==> src/rtl/uart_tx_fifo.sv <==
// Byte FIFO feeding uart_tx: launches one byte per tx_start pulse and tracks tx_busy, with a timeout if busy never rises.
// Define TXF_OVF_STICKY_EN for a sticky overflow flag cleared by ovf_clr; otherwise ovf is a one-cycle pulse.
module uart_tx_fifo #(
  parameter int DEPTH        = 16,
  parameter int BUSY_TIMEOUT = 8
) (
  input  logic                      PCLK,
  input  logic                      PRESET,
  input  logic                      push,
  input  logic [7:0]                push_data,
  input  logic                      flush,
  input  logic                      ovf_clr,
  output logic                      full,
  output logic                      empty,
  output logic [$clog2(DEPTH):0]    level,
  output logic                      ovf,
  output logic                      tx_start,
  output logic [7:0]                tx_data,
  input  logic                      tx_busy
);

  localparam int PW = $clog2(DEPTH);
  localparam int LW = PW + 1;
  localparam int CW = $clog2(BUSY_TIMEOUT) + 1;

  typedef enum logic [1:0] {IDLE, LAUNCH, WAIT_BUSY, WAIT_DONE} state_t;

  state_t          state;
  logic [7:0]      mem [DEPTH];
  logic [PW-1:0]   wr_ptr;
  logic [PW-1:0]   rd_ptr;
  logic [LW-1:0]   count;
  logic [CW-1:0]   cnt;
  logic            push_ok;
  logic            ovf_evt;
  logic            pop;

  assign level   = count;
  assign full    = (count == LW'(DEPTH));
  assign empty   = (count == '0);

  // Full is judged at the start of the cycle, so a same-cycle launch never frees room for a push.
  assign push_ok = push && !full && !flush;
  assign ovf_evt = push && full && !flush;
  assign pop     = (state == IDLE) && !empty && !flush;

`ifndef TXF_OVF_STICKY_EN
  logic ovf_clr_unused;
  assign ovf_clr_unused = ovf_clr;
`endif

  always_ff @(posedge PCLK) begin
    if (push_ok) mem[wr_ptr] <= push_data;
  end

  always_ff @(posedge PCLK) begin
    if (PRESET) begin
      state    <= IDLE;
      wr_ptr   <= '0;
      rd_ptr   <= '0;
      count    <= '0;
      cnt      <= '0;
      ovf      <= 1'b0;
      tx_start <= 1'b0;
      tx_data  <= 8'h00;
    end else begin
      if (flush) begin
        wr_ptr <= '0;
        rd_ptr <= '0;
        count  <= '0;
      end else begin
        if (push_ok) wr_ptr <= wr_ptr + PW'(1);
        if (pop)     rd_ptr <= rd_ptr + PW'(1);
        if (push_ok && !pop)      count <= count + LW'(1);
        else if (!push_ok && pop) count <= count - LW'(1);
      end

`ifdef TXF_OVF_STICKY_EN
      if (ovf_evt)      ovf <= 1'b1;
      else if (ovf_clr) ovf <= 1'b0;
`else
      ovf <= ovf_evt;
`endif

      case (state)
        IDLE: begin
          if (pop) begin
            state    <= LAUNCH;
            tx_data  <= mem[rd_ptr];
            tx_start <= 1'b1;
          end
        end
        LAUNCH: begin
          state    <= WAIT_BUSY;
          tx_start <= 1'b0;
          cnt      <= '0;
        end
        WAIT_BUSY: begin
          // A transmitter that never acknowledges costs the byte, not the queue.
          if (tx_busy) begin
            state <= WAIT_DONE;
          end else begin
            cnt <= cnt + CW'(1);
            if (cnt == CW'(BUSY_TIMEOUT - 1)) state <= IDLE;
          end
        end
        WAIT_DONE: begin
          if (!tx_busy) state <= IDLE;
        end
        default: begin
          state    <= IDLE;
          tx_start <= 1'b0;
        end
      endcase
    end
  end

endmodule

==> config.mk <==
export PLATFORM = sky130hd
export DESIGN_NAME = uart_tx_fifo
export DESIGN_NICKNAME = d
export VERILOG_FILES = /design/src/rtl/uart_tx_fifo.sv
export SDC_FILE = /design/constraint.sdc
export NUM_CORES = 1
export LEC_CHECK = 0
export ABC_CLOCK_PERIOD_IN_PS = 4420
export CAP_MARGIN = 20
export CORE_UTILIZATION = 64
export DETAILED_ROUTE_END_ITERATION = 10
export GPL_TIMING_DRIVEN = 0
export PLACE_DENSITY = 0.84
export SYNTH_ARGS = -nofsm -noshare
export SYNTH_HDL_FRONTEND = slang
export SYNTH_SLANG_ARGS = --single-unit
==> constraint.sdc <==
create_clock -name PCLK -period 4.42 [get_ports PCLK]
set_clock_uncertainty 0.1 [all_clocks]
set_input_delay 0.884 -clock PCLK [delete_from_list [all_inputs] [get_ports PCLK]]
set_output_delay 0.884 -clock PCLK [all_outputs]
set_load 0.05 [all_outputs]
# ---- After elaboration in Yosys (flattened, before gate mapping)
# Memory sizes are Yosys's and may differ from the RTL's. A register that Yosys moved wholly into a read port is not among the register bits.
# Cells that the tools add are included.
dict set report word_totals {
  ff_bits 21
  latch_bits 0
  ramBits 128
  rom_bits 0
  in_bits 14
  output_inout_bits 17
  elab_cells 58
  memories 1
}
# name depth width rd rd_ports_with_merged_regs write_ports line
set mem_list {}
lappend mem_list {mem 16 8 1 1 1 29} ;# logic [7:0] mem [DEPTH];
dict set report op_classes {
  add_sub_neg 5
  n_mul 0
  n_div 0
  n_lt_le_gt_ge 0
  eq_ne 9
  shift 0
  muxes 13
  bitwise_logic 0
  n_reduce_logical 23
}
# op count
set op_table {}
lappend op_table {{4-bit by 1-bit adder with 4-bit output, second input constant} 3}
lappend op_table {{5-bit 2-to-1 mux} 2}
lappend op_table {{1-bit logical AND} 8}
lappend op_table {{2-bit 2-to-1 mux} 4}
lappend op_table {{2-bit one-hot mux with 4 select lines} 1}
lappend op_table {{4-bit one-hot mux with 2 select lines} 1}
lappend op_table {{2-bit != test, second input constant} 3}
lappend op_table {{2-bit AND reduction} 3}
lappend op_table {{2-bit nonzero test} 3}
lappend op_table {{5-bit by 1-bit adder with 5-bit output, second input constant} 1}
lappend op_table {{5-bit equality test, second input constant} 1}
lappend op_table {{1-bit zero test} 5}
lappend op_table {{5-bit zero test} 1}
lappend op_table {{5-bit by 1-bit subtractor with 5-bit output, second input constant} 1}
lappend op_table {{2-bit equality test, second input constant} 2}
lappend op_table {{4-bit by 3-bit equality test with 1-bit output, second input constant} 1}
lappend op_table {{4-bit 2-to-1 mux} 1}
lappend op_table {{1-bit 2-to-1 mux} 3}
lappend op_table {{3-bit != test, second input constant} 1}
lappend op_table {{3-bit AND reduction} 1}
lappend op_table {{2-bit by 1-bit equality test with 1-bit output, second input constant} 1}
lappend op_table {{2-bit zero test} 1}
lappend op_table {{1-bit one-hot mux with 2 select lines} 1}
lappend op_table {{2-bit OR reduction} 1}

# ---- Depth between registers and ports, before layout
# Gate-level depths: netlist of the first run.
dict set report depth {
  ltp_word 8
  ltp_mapped 12
  mapped_depth_nobuf 10
}

# ---- Worst setup path before layout of the first run
# OpenSTA, ideal clock, no wires.
dict set report synth_path {
  kind {input-to-reg}
  from {input port flush}
  to {register count[4], in the netlist level[4]}
  setup_ns 0.072
  arrival_time_ns 2.942
  required_ns 4.248
  setup_slack_ns 1.306
  stages 11
  cell_sequence {or3_4 a21oi_4 buf_6 inv_2 ha_1 inv_1 ha_1 a21o_1 a21oi_1 mux2i_1 mux2i_1}
}
dict set report synth_via {
  elab_chain_len 5
  elab_cells_between_ends 10
}
# item line
set synth_lines {}
lappend synth_lines {{from (decl)} 11} ;# input logic flush,
lappend synth_lines {{1-bit zero test} {43, 45}}
lappend synth_lines {{1-bit logical AND (on tied branches)} {45, 43}}
lappend synth_lines {{1-bit zero test (on tied branches)} {74, 75}}
lappend synth_lines {{1-bit logical AND (on tied branches)} {74, 75}}
lappend synth_lines {{5-bit 2-to-1 mux / 2-bit nonzero test (equally long branches)} -}
lappend synth_lines {{to (signal assigned)} 74} ;# if (push_ok && !pop) count <= count + LW'(1);
lappend synth_lines {{to (signal assigned)} 75} ;# else if (!push_ok && pop) count <= count - LW'(1);
lappend synth_lines {{to (decl)} 32} ;# logic [LW-1:0] count;
# Several ways; a longest one is shown, not always the timed one.
# A chain may end at the register's enable or synchronous reset.

# ---- Worst setup path in the final report of the first run
dict set report layout_path {
  from {register count[0], in the netlist level[0]}
  to {output port empty}
}
dict set report layout_via {
  elab_chain_len 1
}
# item line
set layout_lines {}
lappend layout_lines {{5-bit zero test} 40} ;# assign empty = (count == '0);
lappend layout_lines {{to (decl)} 14} ;# output logic empty,
# No other way between the ends.

==> results of run 1 <==
tightest hold or removal path, cell delays in order, from the launching register on:
cell     delay, ns
dfxtp_1       0.34
a21oi_1       0.07
nor2_1        0.08
report_power, final:
group	internal [uW]	switching [uW]
Combinational	220	344
Clock	921	579
Sequential	1640	38.2
Total	2780	961
cell type report:
| type | count | area (um^2) | share of cell area |
|---|---|---|---|
| Inverter | 9 | 33.8 | 0.00440 |
| Timing Repair Buffer | 31 | 298 | 0.0387 |
| Clock inverter | 13 | 190 | 0.0247 |
| Buffer | 24 | 244 | 0.0317 |
| Multi-Input combinational cell | 225 | 1910 | 0.249 |
| Tap cell | 133 | 166 | 0.0217 |
| Clock buffer | 18 | 418 | 0.0544 |
| Sequential cell | 157 | 4420 | 0.576 |
flip-flops by register name, summed over array words and instances, names as in the netlist:
signal	flops
mem	128
tx_start	1
cnt	4
tx_data	8
state	2
ovf	1
wr_ptr	4
rd_ptr	4
level	5
layout by cell type (no fill, tap or decap), types with 3 or more instances in the layout:
cell	instances
edfxtp_1	128
buf_4	3
nor2_1	47
bufinv_16	4
o22ai_1	14
a311oi_1	12
mux4_1	5
ha_1	10
dfxtp_1	29
clkbuf_8	4
nor4_1	3
nand3b_1	4
xnor2_1	5
buf_8	4
buf_6	6
buf_2	4
xor2_1	4
nand2b_1	5
mux2i_1	36
a21oi_1	11
clkbuf_16	16
clkbuf_1	4
mux4_2	11
clkdlybuf4s50_1	28
nand2_1	15
nor3_1	5
nand3_1	3
inv_1	7
a311oi_2	3
stage by stage:
stage | power [uW] | hold slack, ns
finish | 3740 | 0.421
global route | 3840 | 0.437
CTS | 3750 | 0.419
detailed placement | 2260 | 0.398
global placement | 2240 | 0.366
floorplan | 2100 | 0.391
worst paths after layout:
kind,depth (start not counted),from,end
worst max-delay path,3,level[0]$_SDFFE_PP0P_,empty
worst min-delay path,2,tx_start$_SDFFE_PP0P_,tx_start$_SDFFE_PP0P_
worst max register to register,11,level[0]$_SDFFE_PP0P_,level[4]$_SDFFE_PP0P_
worst min register to register,2,tx_start$_SDFFE_PP0P_,tx_start$_SDFFE_PP0P_
synthesized netlist by cell type (6+ instances only):
master	number	area, um^2
buf_6	6	67.6
a311oi_1	12	105
nand2_1	15	56.3
nor2_1	47	176
a21oi_1	11	55.1
inv_1	7	26.3
edfxtp_1	128	3840
ha_1	10	125
mux2i_1	36	360
o22ai_1	14	87.6
dfxtp_1	29	581
mux4_2	11	248
metal layers:
| metal | share of wire | routed length [um] |
|---|---|---|
| met1 | 0.39 | 5400 |
| met2 | 0.50 | 7030 |
| met3 | 0.076 | 1060 |
| met4 | 0.032 | 440 |
| met5 | 0 | 0 |
cells by family (layout without fill, tap and decap cells):
logic type                 after synthesis  count (layout)
muxes                                   54              54
buffers and inverters                   33              95
xor gates and xnor gates                 9               9
AOI/OAI and AO/OA                       57              57
DFF                                    157             157
adders and majority gates               11              11
and+or+nand+nor                         94              94
==> metrics.yaml, run 1 <==
synth_top_family_by_area: "multiplexers"
crit_path_max_incr_delay_ns: 0.82
cp_slowest_cell: "clkdlybuf4s50_1"
clk_path_buf_depth: 2
cts_resized: 0
io_buffers: 28
grt_max_degree: 17
drive_gt1_frac: 0.166
utilization: 0.776
postLayoutCellArea_mm2: 0.00769
floorplan.initialDensity: 0.667
cap_violations: 0
fin_tns_setup_ns: 0
row_count: 36
dr.pass1.iters: 5
grt_pass1_wl_mm: 22.2
cp_max_fo: 6
synth-seq-cells: 157
critPathRequiredTime_ns: 3.44
drt-total-wl_mm: 13.9
synthXorXnorAreaFrac: 0.0119
status: "complete, no violations"
worst_setup_path_start_kind: "register"
synthAdderAreaFrac: 0.0219
grt_use_met1: 0.347
met2_usage: 0.467
globalRoute.totalOverflow: 0
yosysSeqAreaShare: 0.669
insertion_delay_ns: 0.53
tightest_slew_ns: 1.14
crit_buf_inv: 1
fmax_mhz: 286
grt_use_total: 0.282
cts_root_buf: "clkbuf_8"
die_area_mm2: 0.0107
drt-wirelength-per-cell_um: 22.8
post_cts_buffers: 0
slew_viol_final: 0
post-route-period-util: 0.791
grt_pass1_vias: 4042
r2r_setup_slack_ns: 1.36
core_mm2: 0.00991
detail_route.drc_violations: 0
synth_nets: 440
yosysUniqueCellTypes: 57
synth_edf_count: 128
period_minus_slack_ns: 3.50
dpl_cell_area_mm2: 0.00707
busiest_layer: "met2"
numPlacedInstances: 578
ys.flop_type: "edfxtp_1"
ant_nets: 0
clk_pin_slew_ns: 0.06
p_per_area_mw_per_mm2: 487
synthesis.instances: 415
dp_hpwl_mm: 8.68
use_met3: 0.0755
antenna_found_initial: 0
hold_class: "reg2reg"
num-nets-final: 490
synth-simple-area-share: 0.0711
synthMuxAreaShare: 0.115
synthToLayoutAreaGrowth_pct: 16.2
clock-sinks: 157
syn_avg_cell_area_um2: 15.9
synth_area_mm2: 0.00661
die_w_um: 104
dp_slack_ns: 0.497
total_leakage_power_uw: 0.00250
setup_ws_ns: 0.922
place_congestion: 0.922
layout.cells.non_filler: 610
viasPerCell: 6.34
rsz0062_at_grt: "false"
hold_violations: 0
htree_levels: 4
synth_compound_gate_area_share: 0.0689
crit_chain: "or4_4, nor2_1, clkdlybuf4s50_1"
synthArstFlopShare: 0
critPathTopFamily: "buffers and inverters"
setup_violations: 0
arrival_ns: 2.51
fill_cells: 541
antenna_cells: 0
ir_drop_uv: 377
io_pins: 31
slew_headroom: 0.232
yosys_warnings: 0
detail_route.iter0.violations: 311
cts_tree: "yes"
cp-end-kind: "output pin"
crit_type: "reg2out"
numCtsBuffers: 17
die_h_um: 104
postCtsHoldBufs: 0
vias: 3865
(Power assumes the default switching activity.)
==> run 2, diff against run 1 <==
==> config.mk (replaced) <==
export PLATFORM = sky130hd
export DESIGN_NAME = uart_tx_fifo
export DESIGN_NICKNAME = d
export VERILOG_FILES = /design/src/rtl/uart_tx_fifo.sv
export SDC_FILE = /design/constraint.sdc
export NUM_CORES = 1
export LEC_CHECK = 0
export ABC_CLOCK_PERIOD_IN_PS = 2900
export CAP_MARGIN = 20
export CORE_UTILIZATION = 54
export DETAILED_ROUTE_END_ITERATION = 10
export GPL_TIMING_DRIVEN = 0
export PLACE_DENSITY = 0.75
export SYNTH_ARGS = -nofsm -noshare
export SYNTH_HDL_FRONTEND = slang
export SYNTH_SLANG_ARGS = --single-unit
==> constraint.sdc (replaced) <==
create_clock -name PCLK -period 2.9 [get_ports PCLK]
set_clock_uncertainty 0.1 [all_clocks]
set_input_delay 0.58 -clock PCLK [delete_from_list [all_inputs] [get_ports PCLK]]
set_output_delay 0.58 -clock PCLK [all_outputs]
set_load 0.05 [all_outputs]
==> run 2 against run 1 <==
Non-clock buffer count increased by 10. Cell count increased by 4.1%. Cell area increased by 0.36%. Setup slack got worse by 0.79 ns. Wire length decreased by 9.1%. Sequential share of layout area decreased by 0.17 points. Power increased by 46%. Largest cell class unchanged. Highest routed layer unchanged.
==> metrics.yaml, run 2 (synthesis results as in run 1) <==
rsz0062_at_grt: "false"
critPathRequiredTime_ns: 2.22  # -1.22 ns
ir_drop_uv: 606  # +61%
regArea_mm2: 0.00443  # about the same
cts_root_buf: "clkbuf_16"
numCtsBuffers: 17  # unchanged
grt_pass1_wl_mm: 19.7  # -11%
die_area_mm2: 0.0127  # +18%
wl_met2_mm: 6.44  # -8.4%
setup_ws_ns: 0.134  # -0.788 ns
drive_gt1_frac: 0.189  # +0.0229
grt_use_total: 0.213  # -0.0694
clock-sinks: 157  # unchanged
crit_path_start: "level[0]$_SDFFE_PP0P_"
regMostFlops: "mem"
p_per_area_mw_per_mm2: 707  # +45%
clk_path_buf_depth: 2  # unchanged
min_from: "PRESET"
final_common_cell: "edfxtp_1"
die_w_um: 113  # +8.7%
antenna_cells: 0  # unchanged
io_buffers: 28  # unchanged
antenna_found_initial: 0  # unchanged
insertion_delay_ns: 0.42  # -0.11 ns
total_leakage_power_uw: 0.00251  # +0.54%
layout_common_cells: "edfxtp_1, nor2_1, mux2i_1, dfxtp_1, clkdlybuf4s50_1"
place_congestion: 0.857  # -7.1%
worst_setup_path_start_kind: "register"
met1Wirelength_mm: 5.32  # -1.5%
synthToLayoutAreaGrowth_pct: 16.6
viasPerCell: 5.79  # -8.6%
cts_tree: "yes"
grt_max_degree: 17  # unchanged
cp_max_fo: 6  # unchanged
arrival_ns: 2.09  # -0.42 ns
die_h_um: 113  # +8.7%
slew_headroom: 0.450  # +0.218
clk_pin_slew_ns: 0.06  # about the same
rr_startpoint: "level[1]$_SDFFE_PP0P_"
slew_viol_final: 0  # unchanged
num-nets-final: 500  # +2.0%
top_layer_used: "met4"
detail_route.drc_violations: 0  # unchanged
status: "complete, no violations"
htree_levels: 4  # unchanged
dpl_cell_area_mm2: 0.00710  # +0.42%
rr_worst_depth: 11  # unchanged
ant_nets: 0  # unchanged
floorplan.initialDensity: 0.553  # -0.114
io_pins: 31  # unchanged
cp-end-kind: "output pin"
crit_type: "reg2out"
setup_violations: 0  # unchanged
postLayoutCellArea_mm2: 0.00771  # +0.36%
hold_class: "in2reg"
fmax_mhz: 361
core_mm2: 0.0120  # +21%
cap_violations: 0  # unchanged
drt-total-wl_mm: 12.7  # -9.1%
hold_violations: 0  # unchanged
multi_input_area_mm2: 0.00192  # +0.39%
dp_hpwl_mm: 8.61  # -0.79%
post-route-period-util: 0.954
row_count: 40  # +11%
globalRoute.totalOverflow: 0  # unchanged
largest_reg_flops: 128  # unchanged
tightest_slew_ns: 0.822  # -0.322 ns
period_minus_slack_ns: 2.77
dr.pass1.iters: 4  # -1
detail_route.iter0.violations: 339  # +9.0%
vias: 3678  # -4.8%
dp_slack_ns: -0.715  # -1.21 ns
grt_pass1_vias: 3676  # -9.1%
dr_wl_met3_um: 655  # -38%
fill_cells: 847  # +57%
drt-wirelength-per-cell_um: 19.9  # -13%
hold_path_depth: 2  # unchanged
run 2: power breakdown:
part | total, uW | internal [uW] | switching [uW]
combinational | 903 | 375 | 528
clock | 1990 | 1160 | 826
sequential | 2560 | 2500 | 57.9
total | 5450 | 4040 | 1410
run 2: path summary, 6_finish.rpt:
path,slack [ns],end
min,0.28,tx_data[1]$_SDFFE_PP0P_
max,0.13,empty
min reg2reg,0.41,tx_data[4]$_SDFFE_PP0P_
max reg2reg,0.17,level[4]$_SDFFE_PP0P_
run 2: stage by stage:
| stage | hold slack [ns] | power, uW | utilization | instances | setup TNS (ns) |
|---|---|---|---|---|---|
| 2_1_floorplan | 0.391 | 3200 | - | 415 | 0 |
| 3_3_place_gp | 0.374 | 3430 | 0.592 | 590 | -10.77 |
| 3_5_place_dp | 0.398 | 3450 | 0.594 | 593 | -7.65 |
| 4_1_cts | 0.256 | 5410 | 0.639 | 626 | 0 |
| 5_1_grt | 0.274 | 5610 | 0.645 | 635 | 0 |
| 6_report | 0.278 | 5450 | 0.645 | 635 | 0 |
run 2: critical path, cell delays in order, from the launching register on:
cell and delay (ns):
dfxtp_1 0.41, or4_4 0.63, nor2_1 0.10, dlygate4sd2_1 0.53
run 2: repair_timing:
action                                  CTS  global route
buffers inserted                          1             8
gates resized for setup                   3             2
hold buffers                              0             0
endpoints found under the setup margin    4             1
pin swaps                                 0             2
run 2: layout make-up:
class                   count  area share
flip-flops and latches    157       0.574
inverters                   9     0.00438
clock inverters            13      0.0131
plain buffers              24      0.0316
multi-input cells         225       0.249
repair buffers             41      0.0482
well taps                 147      0.0238
clock buffers              19      0.0561
run 2: metal layers:
layer  up-vias  global-route usage
met5         -                   0
met1      1821               0.272
met3        21              0.0448
met4         0              0.0969
li1       1733                   -
met2       103               0.352
==> run 3, diff against run 2 <==
--- a/config.mk
+++ b/config.mk
@@ -11,6 +11,7 @@
 export DETAILED_ROUTE_END_ITERATION = 10
 export GPL_TIMING_DRIVEN = 0
 export PLACE_DENSITY = 0.75
+export RECOVER_POWER = 25
 export SYNTH_ARGS = -nofsm -noshare
 export SYNTH_HDL_FRONTEND = slang
 export SYNTH_SLANG_ARGS = --single-unit
==> run 3 against run 2 <==
Cell area stayed put. Critical path depth is the same. Power is essentially flat. Register-to-register slack about the same. Cell count unchanged. Critical endpoint unchanged.
==> metrics.yaml, run 3 (synthesis results as in run 1) <==
pwr-share-clk: 0.365  # about the same
ir_drop_uv: 603  # -0.47%
hold_class: "in2reg"
cts_root_buf: "clkbuf_16"
dp_slack_ns: -0.715  # unchanged
setup_violations: 0  # unchanged
detail_route.iter0.violations: 352  # +3.8%
tightest_slew_ns: 0.826  # +0.00398 ns
layout.cells.non_filler: 635  # unchanged
numCtsBuffers: 17  # unchanged
post-route-period-util: 0.954  # about the same
final_common_cell: "edfxtp_1"
dr.pass1.iters: 5  # +1
crit_path_max_incr_delay_ns: 0.63  # about the same
clock-sinks: 157  # unchanged
clk_path_buf_depth: 2  # unchanged
fin_tns_setup_ns: 0  # unchanged
ant_nets: 0  # unchanged
period_minus_slack_ns: 2.77  # +0.000795 ns
synthToLayoutAreaGrowth_pct: 16.6  # unchanged
cap_violations: 0  # unchanged
row_count: 40  # unchanged
power.switching_uw: 1410  # -0.21%
rr_worst_depth: 11  # unchanged
largest_reg_flops: 128  # unchanged
worst_setup_path_start_kind: "register"
status: "complete, no violations"
timing.hold.ws_ns: 0.276  # -0.00119 ns
total_leakage_power_uw: 0.00251  # about the same
grt_pass1_vias: 3676  # unchanged
cts_tree: "yes"
drive_gt1_frac: 0.189  # unchanged
grt_use_total: 0.213  # unchanged
grt_pass1_wl_mm: 19.7  # unchanged
slew_headroom: 0.447  # -0.00267
drt-wirelength-per-cell_um: 20.0  # +0.58%
floorplan.initialDensity: 0.553  # unchanged
core_mm2: 0.0120  # unchanged
fmax_mhz: 361  # about the same
htree_levels: 4  # unchanged
setup_ws_ns: 0.133  # -0.000795 ns
insertion_delay_ns: 0.42  # about the same
rsz0062_at_grt: "false"
cp-end-kind: "output pin"
antenna_found_initial: 0  # unchanged
hold_path_depth: 2  # unchanged
viasPerCell: 5.78  # -0.16%
dp_hpwl_mm: 8.61  # unchanged
io_pins: 31  # unchanged
drt-total-wl_mm: 12.7  # +0.58%
internal-power_uw: 4040  # about the same
hold_violations: 0  # unchanged
detail_route.drc_violations: 0  # unchanged
antenna_cells: 0  # unchanged
numPlacedInstances: 593  # unchanged
swShare: 0.259  # -0.000321
p_per_area_mw_per_mm2: 706  # about the same
seq_power_share: 0.470  # about the same
postCtsHoldBufs: 0  # unchanged
critPathRequiredTime_ns: 2.22  # about the same
cp_slowest_cell: "or4_4"
num-nets-final: 500  # unchanged
regMostFlops: "mem"
slew_viol_final: 0  # unchanged
fill_cells: 847  # unchanged
crit_chain: "or4_4, nor2_1, dlygate4sd2_1"
layout_common_cells: "edfxtp_1, nor2_1, mux2i_1, dfxtp_1, clkdlybuf4s50_1"
crit_type: "reg2out"
arrival_ns: 2.09  # about the same
utilization: 0.645  # unchanged
comb_power_share: 0.166  # about the same
io_buffers: 28  # unchanged
die_w_um: 113  # unchanged
clk_pin_slew_ns: 0.06  # about the same
die_h_um: 113  # unchanged
globalRoute.totalOverflow: 0  # unchanged
vias: 3672  # -0.16%
grt_max_degree: 17  # unchanged
die_area_mm2: 0.0127  # unchanged
place_congestion: 0.857  # unchanged
cp_max_fo: 6  # unchanged
## run 3: changes by cell type in the layout (fill, tap and decap cells not counted)
cell and change:
clkdlybuf4s50_1 -5, dlygate4sd3_1 +5
## run 3: critical path, delay by kind of cell, from the launching register on
kind / cells / cell delay (ns)
buf+inv: 1 / 0.53
simple gates: 2 / 0.73
flops: 1 / 0.41
## run 3: metal layers
| metal | GRT usage | part of all wire | vias up |
|---|---|---|---|
| met2 | 0.352 | 0.51 | 111 |
| met4 | 0.0969 | 0.017 | 0 |
| met5 | 0 | 0 | - |
| li1 | - | - | 1737 |
| met3 | 0.0448 | 0.049 | 20 |
| met1 | 0.272 | 0.43 | 1804 |
## run 3: final timing paths
kind                                              start                 endpoint  slack [ns]
worst max-delay path              level[0]$_SDFFE_PP0P_                    empty        0.13
worst min-delay path                             PRESET  tx_data[3]$_SDFFE_PP0P_        0.28
worst max register to register    level[1]$_SDFFE_PP0P_    level[4]$_SDFFE_PP0P_        0.17
worst min register to register  tx_data[4]$_SDFFE_PP0P_  tx_data[4]$_SDFFE_PP0P_        0.41
## run 3: area by class of cell
class,count,area [um^2],area share
plain buffers,24,244,0.0316
clock buffers,19,433,0.0561
clock inverters,13,101,0.0131
inverters,9,33.8,0.00438
multi-input cells,225,1920,0.249
flip-flops and latches,157,4430,0.574
well taps,147,184,0.0238
repair buffers,41,372,0.0482
## run 3: metrics by stage
stage	cell area (um^2)	total power, uW
3_3_place_gp	7080	3430
6_report	7710	5450
4_1_cts	7640	5410
3_5_place_dp	7100	3450
2_1_floorplan	6620	3200
5_1_grt	7710	5610
## run 3: power by group through the flow
stage	sequential [uW]	combinational (uW)	clock (uW)
2_1_floorplan	2740	463	0
3_3_place_gp	2600	826	0
3_5_place_dp	2610	840	0
4_1_cts	2560	846	2010
5_1_grt	2570	963	2080
6_report	2560	903	1990
## run 3: what timing repair did
action / in CTS / in global routing
buffers inserted: 1 / 8
pin swaps: 0 / 2
endpoints found under the setup margin: 4 / 1
resized for setup: 3 / 2
gates cloned: 0 / 0
